$ cat src/rtl/out_writeback.sv
// out_writeback - MVU write-back engine: skid FIFO from the quantizer, nested-stride address generation, data bank writes.
// Optional OUT_WRITEBACK_STALLCNT_EN adds a saturating stall_cnt output counting ungranted write cycles.
module out_writeback #(
   parameter int N       = 64,
   parameter int BDBANKA = 15,
   parameter int BPREC   = 6,
   parameter int BLENGTH = 15,
   parameter int DEPTH   = 4
) (
   input  logic               clk,
   input  logic               clr,
   input  logic               start,
   input  logic [BPREC-1:0]   oprecision,
   input  logic [BDBANKA-1:0] obaseaddr,
   input  logic [BDBANKA-1:0] ostride0,
   input  logic [BDBANKA-1:0] ostride1,
   input  logic [BDBANKA-1:0] ostride2,
   input  logic [BLENGTH-1:0] olength0,
   input  logic [BLENGTH-1:0] olength1,
   input  logic [BLENGTH-1:0] olength2,
   input  logic               in_valid,
   input  logic [N-1:0]       in_word,
   output logic               in_ready,
   output logic               wrd_en,
   input  logic               wrd_grnt,
   output logic [BDBANKA-1:0] wrd_addr,
   output logic [N-1:0]       wrd_word,
   output logic               busy,
   output logic               done
`ifdef OUT_WRITEBACK_STALLCNT_EN
   ,
   output logic [15:0]        stall_cnt
`endif
);
   localparam int AW = $clog2(DEPTH);

   typedef enum logic [1:0] {S_IDLE, S_RUN, S_DONE} state_t;
   state_t r_state, w_next;

   logic [BPREC-1:0]   r_prec;
   logic [BDBANKA-1:0] r_s0, r_s1, r_s2, r_vaddr, r_waddr;
   logic [BLENGTH-1:0] r_l0, r_l1, r_l2;
   logic [BPREC-1:0]   r_wplane, r_iplane;
   logic [BLENGTH-1:0] r_wc0, r_wc1, r_wc2, r_ic0, r_ic1, r_ic2;
   logic               r_in_last;
   logic [N-1:0]       r_mem [DEPTH];
   logic [AW-1:0]      r_rd, r_wr;
   logic [AW:0]        r_count;

   logic               w_busy, w_wrd_en, w_in_ready, w_push, w_pop;
   logic [BPREC-1:0]   w_prec_m1;
   logic               w_wplane_end, w_wvec_last, w_iplane_end, w_ivec_last;
   logic [BLENGTH-1:0] w_wc0_n, w_wc1_n, w_wc2_n, w_ic0_n, w_ic1_n, w_ic2_n;
   logic [BDBANKA-1:0] w_vaddr_n;

   assign w_busy       = (r_state == S_RUN);
   assign w_wrd_en     = w_busy && (r_count != '0);
   assign w_in_ready   = w_busy && (r_count != (AW+1)'(DEPTH)) && !r_in_last;
   assign w_push       = in_valid && w_in_ready;
   assign w_pop        = w_wrd_en && wrd_grnt;
   assign w_prec_m1    = r_prec - 1'b1;
   assign w_wplane_end = (r_wplane == w_prec_m1);
   assign w_wvec_last  = (r_wc0 == r_l0) && (r_wc1 == r_l1) && (r_wc2 == r_l2);
   assign w_iplane_end = (r_iplane == w_prec_m1);
   assign w_ivec_last  = (r_ic0 == r_l0) && (r_ic1 == r_l1) && (r_ic2 == r_l2);

   // Vector step on plane wrap; write side also moves the vector base address.
   always_comb begin
      w_wc0_n   = r_wc0;
      w_wc1_n   = r_wc1;
      w_wc2_n   = r_wc2;
      w_vaddr_n = r_vaddr;
      if (r_wc0 != r_l0) begin
         w_wc0_n   = r_wc0 + 1'b1;
         w_vaddr_n = r_vaddr + r_s0;
      end else if (r_wc1 != r_l1) begin
         w_wc0_n   = '0;
         w_wc1_n   = r_wc1 + 1'b1;
         w_vaddr_n = r_vaddr + r_s1;
      end else if (r_wc2 != r_l2) begin
         w_wc0_n   = '0;
         w_wc1_n   = '0;
         w_wc2_n   = r_wc2 + 1'b1;
         w_vaddr_n = r_vaddr + r_s2;
      end
   end

   always_comb begin
      w_ic0_n = r_ic0;
      w_ic1_n = r_ic1;
      w_ic2_n = r_ic2;
      if (r_ic0 != r_l0) begin
         w_ic0_n = r_ic0 + 1'b1;
      end else if (r_ic1 != r_l1) begin
         w_ic0_n = '0;
         w_ic1_n = r_ic1 + 1'b1;
      end else if (r_ic2 != r_l2) begin
         w_ic0_n = '0;
         w_ic1_n = '0;
         w_ic2_n = r_ic2 + 1'b1;
      end
   end

   always_comb begin
      w_next = r_state;
      if (start) begin
         w_next = (oprecision == '0) ? S_DONE : S_RUN;
      end else begin
         case (r_state)
            S_RUN:   if (w_pop && w_wplane_end && w_wvec_last) w_next = S_DONE;
            S_DONE:  w_next = S_IDLE;
            default: w_next = S_IDLE;
         endcase
      end
   end

   always_ff @(posedge clk) begin
      if (clr) r_state <= S_IDLE;
      else     r_state <= w_next;
   end

   always_ff @(posedge clk) begin
      if (!clr && !start && w_push) r_mem[r_wr] <= in_word;
   end

   always_ff @(posedge clk) begin
      if (clr) begin
         r_prec <= '0; r_s0 <= '0; r_s1 <= '0; r_s2 <= '0;
         r_l0 <= '0; r_l1 <= '0; r_l2 <= '0;
         r_vaddr <= '0; r_waddr <= '0; r_wplane <= '0; r_iplane <= '0;
         r_wc0 <= '0; r_wc1 <= '0; r_wc2 <= '0;
         r_ic0 <= '0; r_ic1 <= '0; r_ic2 <= '0;
         r_in_last <= 1'b0; r_rd <= '0; r_wr <= '0; r_count <= '0;
      end else if (start) begin
         // Restart also drops anything still queued from an aborted job.
         r_prec <= oprecision; r_s0 <= ostride0; r_s1 <= ostride1; r_s2 <= ostride2;
         r_l0 <= olength0; r_l1 <= olength1; r_l2 <= olength2;
         r_vaddr <= obaseaddr; r_waddr <= obaseaddr; r_wplane <= '0; r_iplane <= '0;
         r_wc0 <= '0; r_wc1 <= '0; r_wc2 <= '0;
         r_ic0 <= '0; r_ic1 <= '0; r_ic2 <= '0;
         r_in_last <= 1'b0; r_rd <= '0; r_wr <= '0; r_count <= '0;
      end else begin
         if (w_push) begin
            r_wr <= r_wr + 1'b1;
            if (w_iplane_end) begin
               r_iplane <= '0;
               r_ic0 <= w_ic0_n; r_ic1 <= w_ic1_n; r_ic2 <= w_ic2_n;
               if (w_ivec_last) r_in_last <= 1'b1;
            end else begin
               r_iplane <= r_iplane + 1'b1;
            end
         end
         if (w_pop) begin
            r_rd <= r_rd + 1'b1;
            if (w_wplane_end) begin
               r_wplane <= '0;
               r_wc0 <= w_wc0_n; r_wc1 <= w_wc1_n; r_wc2 <= w_wc2_n;
               r_vaddr <= w_vaddr_n;
               r_waddr <= w_vaddr_n;
            end else begin
               r_wplane <= r_wplane + 1'b1;
               r_waddr  <= r_waddr + 1'b1;
            end
         end
         if (w_push && !w_pop)      r_count <= r_count + 1'b1;
         else if (!w_push && w_pop) r_count <= r_count - 1'b1;
      end
   end

`ifdef OUT_WRITEBACK_STALLCNT_EN
   logic [15:0] r_stall;
   always_ff @(posedge clk) begin
      if (clr || start)                                       r_stall <= '0;
      else if (w_wrd_en && !wrd_grnt && r_stall != 16'hFFFF)  r_stall <= r_stall + 1'b1;
   end
   assign stall_cnt = r_stall;
`endif

   assign in_ready = w_in_ready;
   assign wrd_en   = w_wrd_en;
   assign wrd_addr = r_waddr;
   assign wrd_word = w_wrd_en ? r_mem[r_rd] : '0;
   assign busy     = w_busy;
   assign done     = (r_state == S_DONE);
endmodule

$ cat config.mk
export PLATFORM = sky130hd
export DESIGN_NAME = out_writeback
export DESIGN_NICKNAME = d
export VERILOG_FILES = /design/src/rtl/out_writeback.sv
export SDC_FILE = /design/constraint.sdc
export NUM_CORES = 1
export LEC_CHECK = 0
export ABC_CLOCK_PERIOD_IN_PS = 7730
export BUFFER_PORTS_ARGS = -buffer_cell sky130_fd_sc_hd__buf_2
export CORE_MARGIN = 2
export CORE_UTILIZATION = 63
export DETAILED_ROUTE_END_ITERATION = 10
export GPL_ROUTABILITY_DRIVEN = 0
export PLACE_DENSITY = 0.88
export REMOVE_ABC_BUFFERS = 1
export SLEW_MARGIN = 20
export SYNTH_ARGS = -nofsm -noshare
export SYNTH_HDL_FRONTEND = slang
export SYNTH_SLANG_ARGS = --single-unit
$ cat constraint.sdc
create_clock -name clk -period 7.73 [get_ports clk]
set_input_delay 0.3865 -clock clk [delete_from_list [all_inputs] [get_ports clk]]
set_output_delay 0.3865 -clock clk [all_outputs]
set_load 0.005 [all_outputs]
======== Word level (Yosys, flattened, before mapping) ========
Memories as Yosys holds them, arrays and structs flattened. A register that Yosys moved wholly into a read port is not among the register bits.
Index checks and enable logic that the tools add are counted.
Widths: inputs -> output; s select.
operators by class
  add/sub/neg operators ................... 17
  eq/ne operators ......................... 18
  mux-type cells .......................... 30
  bitwise gates (word level) .............. 4
  reduce and logical (&&, ||, !) cells .... 38
operator list
  operator               number
  $mux 15                17
  $add 15x1->15 const B  7
  $eq 15x15->1           6
  $ne 15x15->1           6
  $mux 64                1
  $add 15x15->15         3
  $logic_and 1x1->1      15
  $add 6x1->6 const B    2
  $eq 6x6->1             2
  $mux 2                 6
  $mux 6                 2
  $reduce_and 5->1       2
  $reduce_bool 2->1      5
  $reduce_and 3->1       3
  $reduce_bool 3->1      3
  $reduce_and 4->1       2
  $logic_not 6->1        1
  $mux 3                 2
  $sub 6x1->6 const B    1
  $logic_not 1->1        5
  $add 2x1->2 const B    2
  $not 1->1              4
  $add 3x1->3 const B    1
  $ne 3x2->1 const B     1
  7 further kinds        8
word-level totals
  bits in registers ....................... 238
  memory bits (writable) .................. 256
  output and inout bits ................... 83
  logic and storage cells ................. 130
  memories kept ........................... 1
memory list
  name   words  width  rd ports  clocked after Yosys merged registers in  write ports  line  text
  r_mem  4      64     1         1                                        1            46    logic [N-1:0] r_mem [DEPTH];

======== Logic depth before layout (Yosys ltp) ========
Gate-level depths: netlist (run 1).
  depth in word-level cells ............... 8
  gate-level depth with buffers ........... 12

======== Least setup slack after synthesis (run 1) ========
Ideal clock, no wire load.
  path kind ............................... register -> register
  from .................................... register r_count[0]
  to ...................................... memory r_mem[0][0] (enable)
  arrival time ............................ 2.892 ns
  path slack .............................. 4.409 ns
  cell stages (with the launch flop) ...... 5
  path buffers ............................ 1
  clock period less this slack ............ 3.321 ns
  cells stage by stage .................... dfxtp_1 > nor2_1 > a2111oi_4 > clkbuf_1 > and3_1
on the way
  cells in the longest elaborated chain, start to end .. 7
ends and longest elaborated chain
  element                         line  text
  from (decl)                     48    logic [AW:0] r_count;
  from (signal assigned)          165   if (w_push && !w_pop) r_count <= r_count + 1'b1;
  from (signal assigned)          166   else if (!w_push && w_pop) r_count <= r_count - 1'b1;
  $ne 3x3->1                      58    assign w_in_ready = w_busy && (r_count != (AW+1)'(DEPTH)) && !r_in_last;
  $logic_and 1x1->1 (2 in a row)  58
  $logic_and 1x1->1               59    assign w_push = in_valid && w_in_ready;
  net w_push                      50    logic w_busy, w_wrd_en, w_in_ready, w_push, w_pop;
  $logic_and 1x1->1               123   if (!clr && !start && w_push) r_mem[r_wr] <= in_word;
  $mux 1                          123
  $mux 1 (not written as such)    123
  to (decl)                       46
The timed path passes the listed nets, and every way through them passes these cells.

======== Worst setup path in the final report (run 1) ========
  from .................................... register r_count[2]
  to ...................................... register r_wc2[14]
on the way
  cells in the longest elaborated chain, start to end .. 4
ends and longest elaborated chain
  element                     line  text
  $reduce_bool 3->1           57    assign w_wrd_en = w_busy && (r_count != '0);
  $logic_and 1x1->1           57
  $logic_and 1x1->1           60    assign w_pop = w_wrd_en && wrd_grnt;
  $reduce_and 5->1 (no line)  n/a
  to (signal assigned)        157   r_wc0 <= w_wc0_n; r_wc1 <= w_wc1_n; r_wc2 <= w_wc2_n;
  to (decl)                   44    logic [BLENGTH-1:0] r_wc0, r_wc1, r_wc2, r_ic0, r_ic1, r_ic2;
No other way between the ends.
A chain may end at the register's enable or synchronous reset.

==> metrics.yaml, run 1 <==
antenna_found_initial: 9
cp_max_fo: 66
cp_cell_sequence: "nor3_1, nor2_4, buf_4, and2_1, nand3_1, nor2_1, nand3_2, or3_1, a21oi_1"
setup_viol: 0
reg2reg_depth: 9
async_flop_share: 0
netlist_top_cells_count: "nor2_1 (257), edfxtp_1 (256), dfxtp_1 (240)"
regArea_mm2: 0.01250
slowest_stage: "nand3_1"
dp_hpwl_um: 37260
grt_max_degree: 71
clk_pin_slew_ns: 0.07
synth_area_leaders: "edfxtp_1 (33%), dfxtp_1 (21%), mux4_2 (6.3%)"
setup_tns_ns: 0
first_global_vias: 17190
max_stage_delay_ns: 0.95
die-area_mm2: 0.03812
io_pins: 263
synth_most_common_cell: "nor2_1"
port_buffers: 262
finClkSkew_ns: 0.03019
critPathRequiredTime_ns: 8.24
ys_ff_latch: 496
post_drt_via_cell_ratio: 6.154
status: "completed"
fmax_ghz: 0.2185
syn_area_mm2: 0.02304
wl_um: 60880
seq_area_frac_synth: 0.5422
crit_type: "reg -> reg"
ctsResizeCount: 0
rr_startpoint: "r_count[2]"
avgSynthCellArea_um2: 11.64
routedWlPerCell_um: 21.65
multi_input_area_mm2: 0.01014
slew_headroom: 0.2819
drive_gt1_frac: 0.1872
synth_area_leader_cell: "edfxtp_1"
firstDrtPassIters: 5
dp.cells: 2645
power_density_mw_per_mm2: 213.2
cts_root_buf: "clkbuf_16"
whs_path_depth: 1
synth_top_area_share: 0.3337
synth_cells: 1979
initial_utilization: 0.6339
critical_path.top_delay_family: "simple AND/OR/NAND/NOR gates"
tritoncts: "built"
cp.depth: 9
post-route-drc-count: 0
drv_slew: 0
cp.arrival_ns: 5.08
cp-start-kind: "flop"
yosysUniqueCellTypes: 75
grt_overflow: 0
end_kind: "flop"
core-area_mm2: 0.03635
die_x_um: 195.2
grt_pass1_wl_um: 95630
drt_iter0_drc: 1464
ys_warn_count: 0
ant_nets: 0
synth_edf_count: 256
fillers: 2250
synth_flop_cell: "edfxtp_1"
cts.sinks: 496
drv_cap: 0
syn_to_final_growth_pct: 17.73
min_to: "r_mem[1][33]"
worstReg2RegEnd: "r_wc2[14]"
cts_made_buffers: 49
irDropWorstVdd_mv: 0.1830
min_period_over_period: 0.5920
final_cells: 2812
clk_latency_ns: 0.62
gr-usage-all-layers: 0.3206
cts_max_path_buffers: 3
rsz0062_at_grt: "false"
worstMarginPinSlew_ns: 1.074
num-nets-final: 2537
cts-htree-levels: 2
p_leak_nw: 10.62
crit_buf_inv: 1
hold_violations: 0
post_cts.repair.setup_buffers: 0
hold_path_startpoint: "in_word[33]"
placementRows: 70
hold_class: "in -> reg"
min_period_ns: 4.576
vias: 17310
fp.dieH_um: 195.2
rrSetupSlack_ns: 3.15
==> routing by layer <==
metal / global-route usage / share of wire
met1: 0.3883 / 0.38
met2: 0.5545 / 0.49
met3: 0.07547 / 0.090
met4: 0.1301 / 0.040
met5: 0 / 0.00043
==> how the worst max path moves through the flow <==
stage	endpoint	start
global placement	r_wc2[14]	r_count[2]
floorplan	r_wc1[14]	r_state[1]
CTS	r_wc2[14]	r_count[2]
detailed placement	r_wc0[6]	r_count[2]
finish	r_wc2[14]	r_count[2]
global route	r_wc2[14]	r_count[2]
==> sequential cells by signal, summed over array words and instances, names as in the netlist, 2 cells and up, named ones only <==
name	count
r_mem	256
wrd_addr	15
r_rd	2
r_ic2	15
r_wr	2
r_count	3
r_s0	15
r_ic0	15
r_prec	6
r_vaddr	15
r_state	2
r_wc1	15
r_wc2	15
r_s2	15
r_l0	15
r_ic1	15
r_l2	15
r_iplane	6
r_wplane	6
r_l1	15
r_s1	15
r_wc0	15
==> area by class of cell <==
cell class,instances,area share
Timing Repair Buffer,347,0.07846
Sequential cell,496,0.4607
Antenna cell,9,0.0008303
Tap cell,468,0.02159
Multi-Input combinational cell,1369,0.3737
Inverter,33,0.004567
Clock inverter,30,0.01305
Clock buffer,60,0.04710
==> report_power, final <==
group	leakage, nW	internal [W]	switching (W)
combinational	5.57	0.000212	0.000252
sequential	4.26	0.00281	0.0000539
clock	0.787	0.00139	0.00106
total	10.6	0.00441	0.00137
==> metrics by stage <==
step           utilization  area (um2)  power, W  setup slack, ns  hold WS [ns]
3_3_place_gp        0.6819       24790  0.003316            3.553        0.4835
3_5_place_dp        0.6819       24790  0.003338            3.333        0.4909
5_1_grt             0.7458       27110  0.005953            2.843      0.001083
6_report            0.7463       27120  0.005782            3.154       0.01374
4_1_cts             0.7455       27100  0.005772            3.303    0.00006051
2_1_floorplan            -       22730  0.003157            3.612        0.4556
==> worst reg2reg max path: stages, from the launching register on <==
cell and delay [ns]:
dfxtp_1 0.44, nor3_1 0.12, nor2_4 0.08, buf_4 0.51, and2_1 0.71, nand3_1 0.95
nor2_1 0.76, nand3_2 0.30, or3_1 0.46, a21oi_1 0.16
==> cells in the final DEF (no fill, tap or decap), types with 6 or more instances in the layout <==
cell type | Yosys | final
nor2b_1 | 10 | 10
or3_1 | 28 | 28
dfxtp_1 | 240 | 238
a21o_1 | 10 | 10
o211ai_1 | 6 | 6
clkbuf_16 | 0 | 49
a211oi_1 | 13 | 13
nand3_1 | 32 | 32
dlygate4sd3_1 | 0 | 68
a21oi_1 | 87 | 87
bufinv_16 | 0 | 6
nor4_1 | 20 | 20
clkinv_2 | 0 | 8
o21ai_0 | 71 | 71
edfxtp_1 | 256 | 256
ha_1 | 57 | 57
nand2_1 | 117 | 116
xnor2_1 | 93 | 93
clkinv_1 | 2 | 11
nand2b_1 | 8 | 8
buf_4 | 0 | 18
mux2i_1 | 103 | 103
mux4_2 | 64 | 64
a22oi_1 | 6 | 6
a31oi_1 | 10 | 10
inv_1 | 31 | 31
a222oi_1 | 6 | 6
nor2_1 | 257 | 256
and3_1 | 33 | 29
diode_2 | 0 | 9
o21a_1 | 11 | 11
buf_2 | 7 | 260
and2_1 | 74 | 74
clkbuf_1 | 54 | 10
nand4_1 | 30 | 30
o21bai_1 | 6 | 6
nor3_1 | 24 | 24
xor2_1 | 117 | 117
==> logic make-up (layout without fill, tap and decap cells) <==
| kind of cell | Yosys count | after routing | share of synthesized area |
|---|---|---|---|
| adder cells (fa/ha/maj) | 61 | 61 | 0.03443 |
| buffers and inverters | 114 | 470 | 0.01901 |
| XOR/XNOR | 215 | 215 | 0.08477 |
| flip-flops | 496 | 496 | 0.5422 |
| multiplexers | 168 | 168 | 0.1078 |
| AND/OR/NAND/NOR | 656 | 656 | 0.1383 |
| AO/OA/AOI/OAI | 269 | 269 | 0.07353 |
| other | 0 | 9 | 0 |
==> what timing repair did <==
item / 4_1_cts / 5_1_grt
endpoints found under the hold margin: 227 / 0
hold buffers: 68 / 0
setup endpoints to repair: 0 / 0
(Power assumes the default switching activity.)
==> run 2, diff against run 1 <==
--- a/config.mk
+++ b/config.mk
@@ -5,13 +5,13 @@
 export SDC_FILE = /design/constraint.sdc
 export NUM_CORES = 1
 export LEC_CHECK = 0
-export ABC_CLOCK_PERIOD_IN_PS = 7730
+export ABC_CLOCK_PERIOD_IN_PS = 4600
 export BUFFER_PORTS_ARGS = -buffer_cell sky130_fd_sc_hd__buf_2
 export CORE_MARGIN = 2
-export CORE_UTILIZATION = 63
+export CORE_UTILIZATION = 59
 export DETAILED_ROUTE_END_ITERATION = 10
 export GPL_ROUTABILITY_DRIVEN = 0
-export PLACE_DENSITY = 0.88
+export PLACE_DENSITY = 0.83
 export REMOVE_ABC_BUFFERS = 1
 export SLEW_MARGIN = 20
 export SYNTH_ARGS = -nofsm -noshare
==> constraint.sdc (replaced) <==
create_clock -name clk -period 4.6 [get_ports clk]
set_input_delay 0.23 -clock clk [delete_from_list [all_inputs] [get_ports clk]]
set_output_delay 0.23 -clock clk [all_outputs]
set_load 0.005 [all_outputs]
==> metrics.yaml, run 2 (synthesis results as in run 1) <==
hold_class: "in -> reg"  # unchanged
most-common-layout-cells: "buf_2 (260), nor2_1 (256), edfxtp_1 (256)"  # unchanged
antenna_found_initial: 2  # was 9
irDropWorstVdd_mv: 0.3394  # was 0.1830 mV
grt_overflow: 0  # unchanged
max_stage_delay_ns: 0.83  # was 0.95 ns
drv_slew: 0  # unchanged
slew_headroom: 0.4060  # was 0.2819
grt_max_degree: 69  # was 71
fillers: 2532  # was 2250
grt_pass1_wl_um: 96360  # was 95630 um
setup_tns_ns: 0  # unchanged
routedWlPerCell_um: 20.58  # was 21.65 um
p_sw_w: 0.002254  # was 0.001371 W
min_period_over_period: 0.7516  # was 0.5920
end_kind: "flop"  # unchanged
crit_buf_inv: 1  # unchanged
top_register: "r_mem"  # unchanged
p_int_w: 0.007368  # was 0.004411 W
cp_max_fo: 13  # was 66
seqPwrFrac: 0.500  # was 0.495
largest_register_ffs: 256  # unchanged
post_drt_via_cell_ratio: 5.898  # was 6.154
vias: 17510  # was 17310
crit_type: "reg -> reg"  # unchanged
cts_root_buf: "clkbuf_16"  # unchanged
finClkSkew_ns: 0.03263  # was 0.03019 ns
fp.dieH_um: 201.6  # was 195.2 um
firstDrtPassIters: 5  # unchanged
cts_max_path_buffers: 3  # unchanged
clk_latency_ns: 0.60  # was 0.62 ns
cts-htree-levels: 2  # unchanged
combPwrFrac: 0.089  # was 0.080
hold_violations: 0  # unchanged
rr_startpoint: "r_prec[0]"  # was r_count[2]
drive_gt1_frac: 0.1821  # was 0.1872
ctsResizeCount: 0  # unchanged
setup_viol: 0  # unchanged
min_period_ns: 3.457  # was 4.576 ns
worstMarginPinSlew_ns: 0.8828  # was 1.074 ns
cp.arrival_ns: 3.91  # was 5.08 ns
dp_hpwl_um: 38060  # was 37260 um
slowest_stage: "a211oi_1"  # was nand3_1
cp_cell_sequence: "inv_1, ha_1, xor2_1, and2_1, o2111a_1, nand3_1, a211oi_1, nand3_1, nor2_1, xnor2_1, nor2_1"  # was nor3_1, nor2_4, buf_4, and2_1, nand3_1, nor2_1, nand3_2, or3_1, a21oi_1
power_density_mw_per_mm2: 340.6  # was 213.2 mW/mm2
die-area_mm2: 0.04065  # was 0.03812 mm2
whs_path_depth: 3  # was 1
io_pins: 263  # unchanged
p_total_w: 0.009622  # was 0.005782 W
first_global_vias: 17600  # was 17190
cts_made_buffers: 50  # was 49
fmax_ghz: 0.2892  # was 0.2185 GHz
drt_iter0_drc: 1610  # was 1464
tritoncts: "built"  # unchanged
status: "completed"  # unchanged
cp-start-kind: "flop"  # unchanged
post-route-drc-count: 0  # unchanged
ant_nets: 0  # unchanged
switching_share: 0.2342  # was 0.2371
pwr-share-clk: 0.411  # was 0.424
core-area_mm2: 0.03856  # was 0.03635 mm2
crit_path_start: "r_prec[0]"  # was r_count[2]
min_to: "r_vaddr[4]"  # was r_mem[1][33]
placementRows: 72  # was 70
reg2reg_depth: 11  # was 9
critPathRequiredTime_ns: 5.05  # was 8.24 ns
hold_path_startpoint: "obaseaddr[4]"  # was in_word[33]
die_x_um: 201.6  # was 195.2 um
layout_commonest_cell: "buf_2"  # unchanged
port_buffers: 262  # unchanged
rrSetupSlack_ns: 1.14  # was 3.15 ns
num-nets-final: 2651  # was 2537
wl_um: 61070  # was 60880 um
drv_cap: 0  # unchanged
initial_utilization: 0.5975  # was 0.6339
gr-usage-all-layers: 0.3004  # was 0.3206
clk_pin_slew_ns: 0.06  # was 0.07 ns
critical_path.top_delay_family: "simple AND/OR/NAND/NOR gates"  # unchanged
rsz0062_at_grt: "false"  # unchanged
p_leak_nw: 11.09  # was 10.62 nW
syn_to_final_growth_pct: 22.63  # was 17.73%
cts.sinks: 496  # unchanged
worstReg2RegEnd: "r_wc0[6]"  # was r_wc2[14]
==> run 2: timing repair <==
| action | in CTS | in global routing |
|---|---|---|
| hold buffers | 172 | 0 |
| setup buffers | 0 | 0 |
| hold endpoints to repair | 373 | 0 |
==> run 2: power groups by stage <==
stage	Sequential [W]	Clock, W	Combinational, W
2_1_floorplan	0.00488	0	0.000428
3_3_place_gp	0.00490	0	0.000689
3_5_place_dp	0.00490	0	0.000717
4_1_cts	0.00481	0.00400	0.000844
5_1_grt	0.00482	0.00416	0.000938
6_report	0.00481	0.00395	0.000861
==> run 2: area by class of cell <==
cell class | count | area (um2) | share of cell area
Sequential cell | 496 | 12500 | 0.4423
Multi-Input combinational cell | 1369 | 10130 | 0.3586
Timing Repair Buffer | 460 | 3287 | 0.1163
Clock buffer | 72 | 1395 | 0.04938
Tap cell | 518 | 648.1 | 0.02294
Clock inverter | 19 | 168.9 | 0.005978
Inverter | 33 | 123.9 | 0.004384
Antenna cell | 1 | 2.502 | 0.00008857
==> run 2: per-layer routing <==
| metal | up-vias | wire length (um) | global-route usage |
|---|---|---|---|
| met2 | 775 | 29980 | 0.5144 |
| met3 | 139 | 4490 | 0.05847 |
| li1 | 8041 | - | - |
| met1 | 8548 | 24500 | 0.3804 |
| met5 | - | 14 | 0 |
| met4 | 2 | 2082 | 0.1095 |
==> run 2: worst min-delay path, delay by kind of cell <==
| family | cells | cell delay, ns |
|---|---|---|
| AO/OA/AOI/OAI | 2 | 0.26 |
| buffers and inverters | 1 | 0.10 |
==> run 2: how the worst max path moves through the flow <==
| stage | end | slack [ns] | cells past startpoint |
|---|---|---|---|
| 6_report | r_wc0[6] | 1.14 | 11 |
| 2_1_floorplan | r_wc1[14] | 0.48 | 8 |
| 4_1_cts | r_wc0[6] | 1.18 | 11 |
| 3_5_place_dp | r_wc0[6] | 1.20 | 11 |
| 3_3_place_gp | r_wc0[6] | 1.36 | 11 |
| 5_1_grt | r_wc0[6] | 0.84 | 11 |
==> run 2: metrics by stage <==
step | hold WS (ns) | setup WS (ns) | instances | cell area (um2) | util
6_report | 0.03035 | 1.143 | 2968 | 28250 | 0.7328
5_1_grt | 0.05549 | 0.8350 | 2968 | 28250 | 0.7328
4_1_cts | 0.009331 | 1.177 | 2967 | 28250 | 0.7327
3_5_place_dp | 0.4465 | 1.201 | 2704 | 24970 | 0.6475
3_3_place_gp | 0.4405 | 1.364 | 2704 | 24970 | 0.6475
2_1_floorplan | 0.2991 | 0.4822 | 1898 | 22730 | -
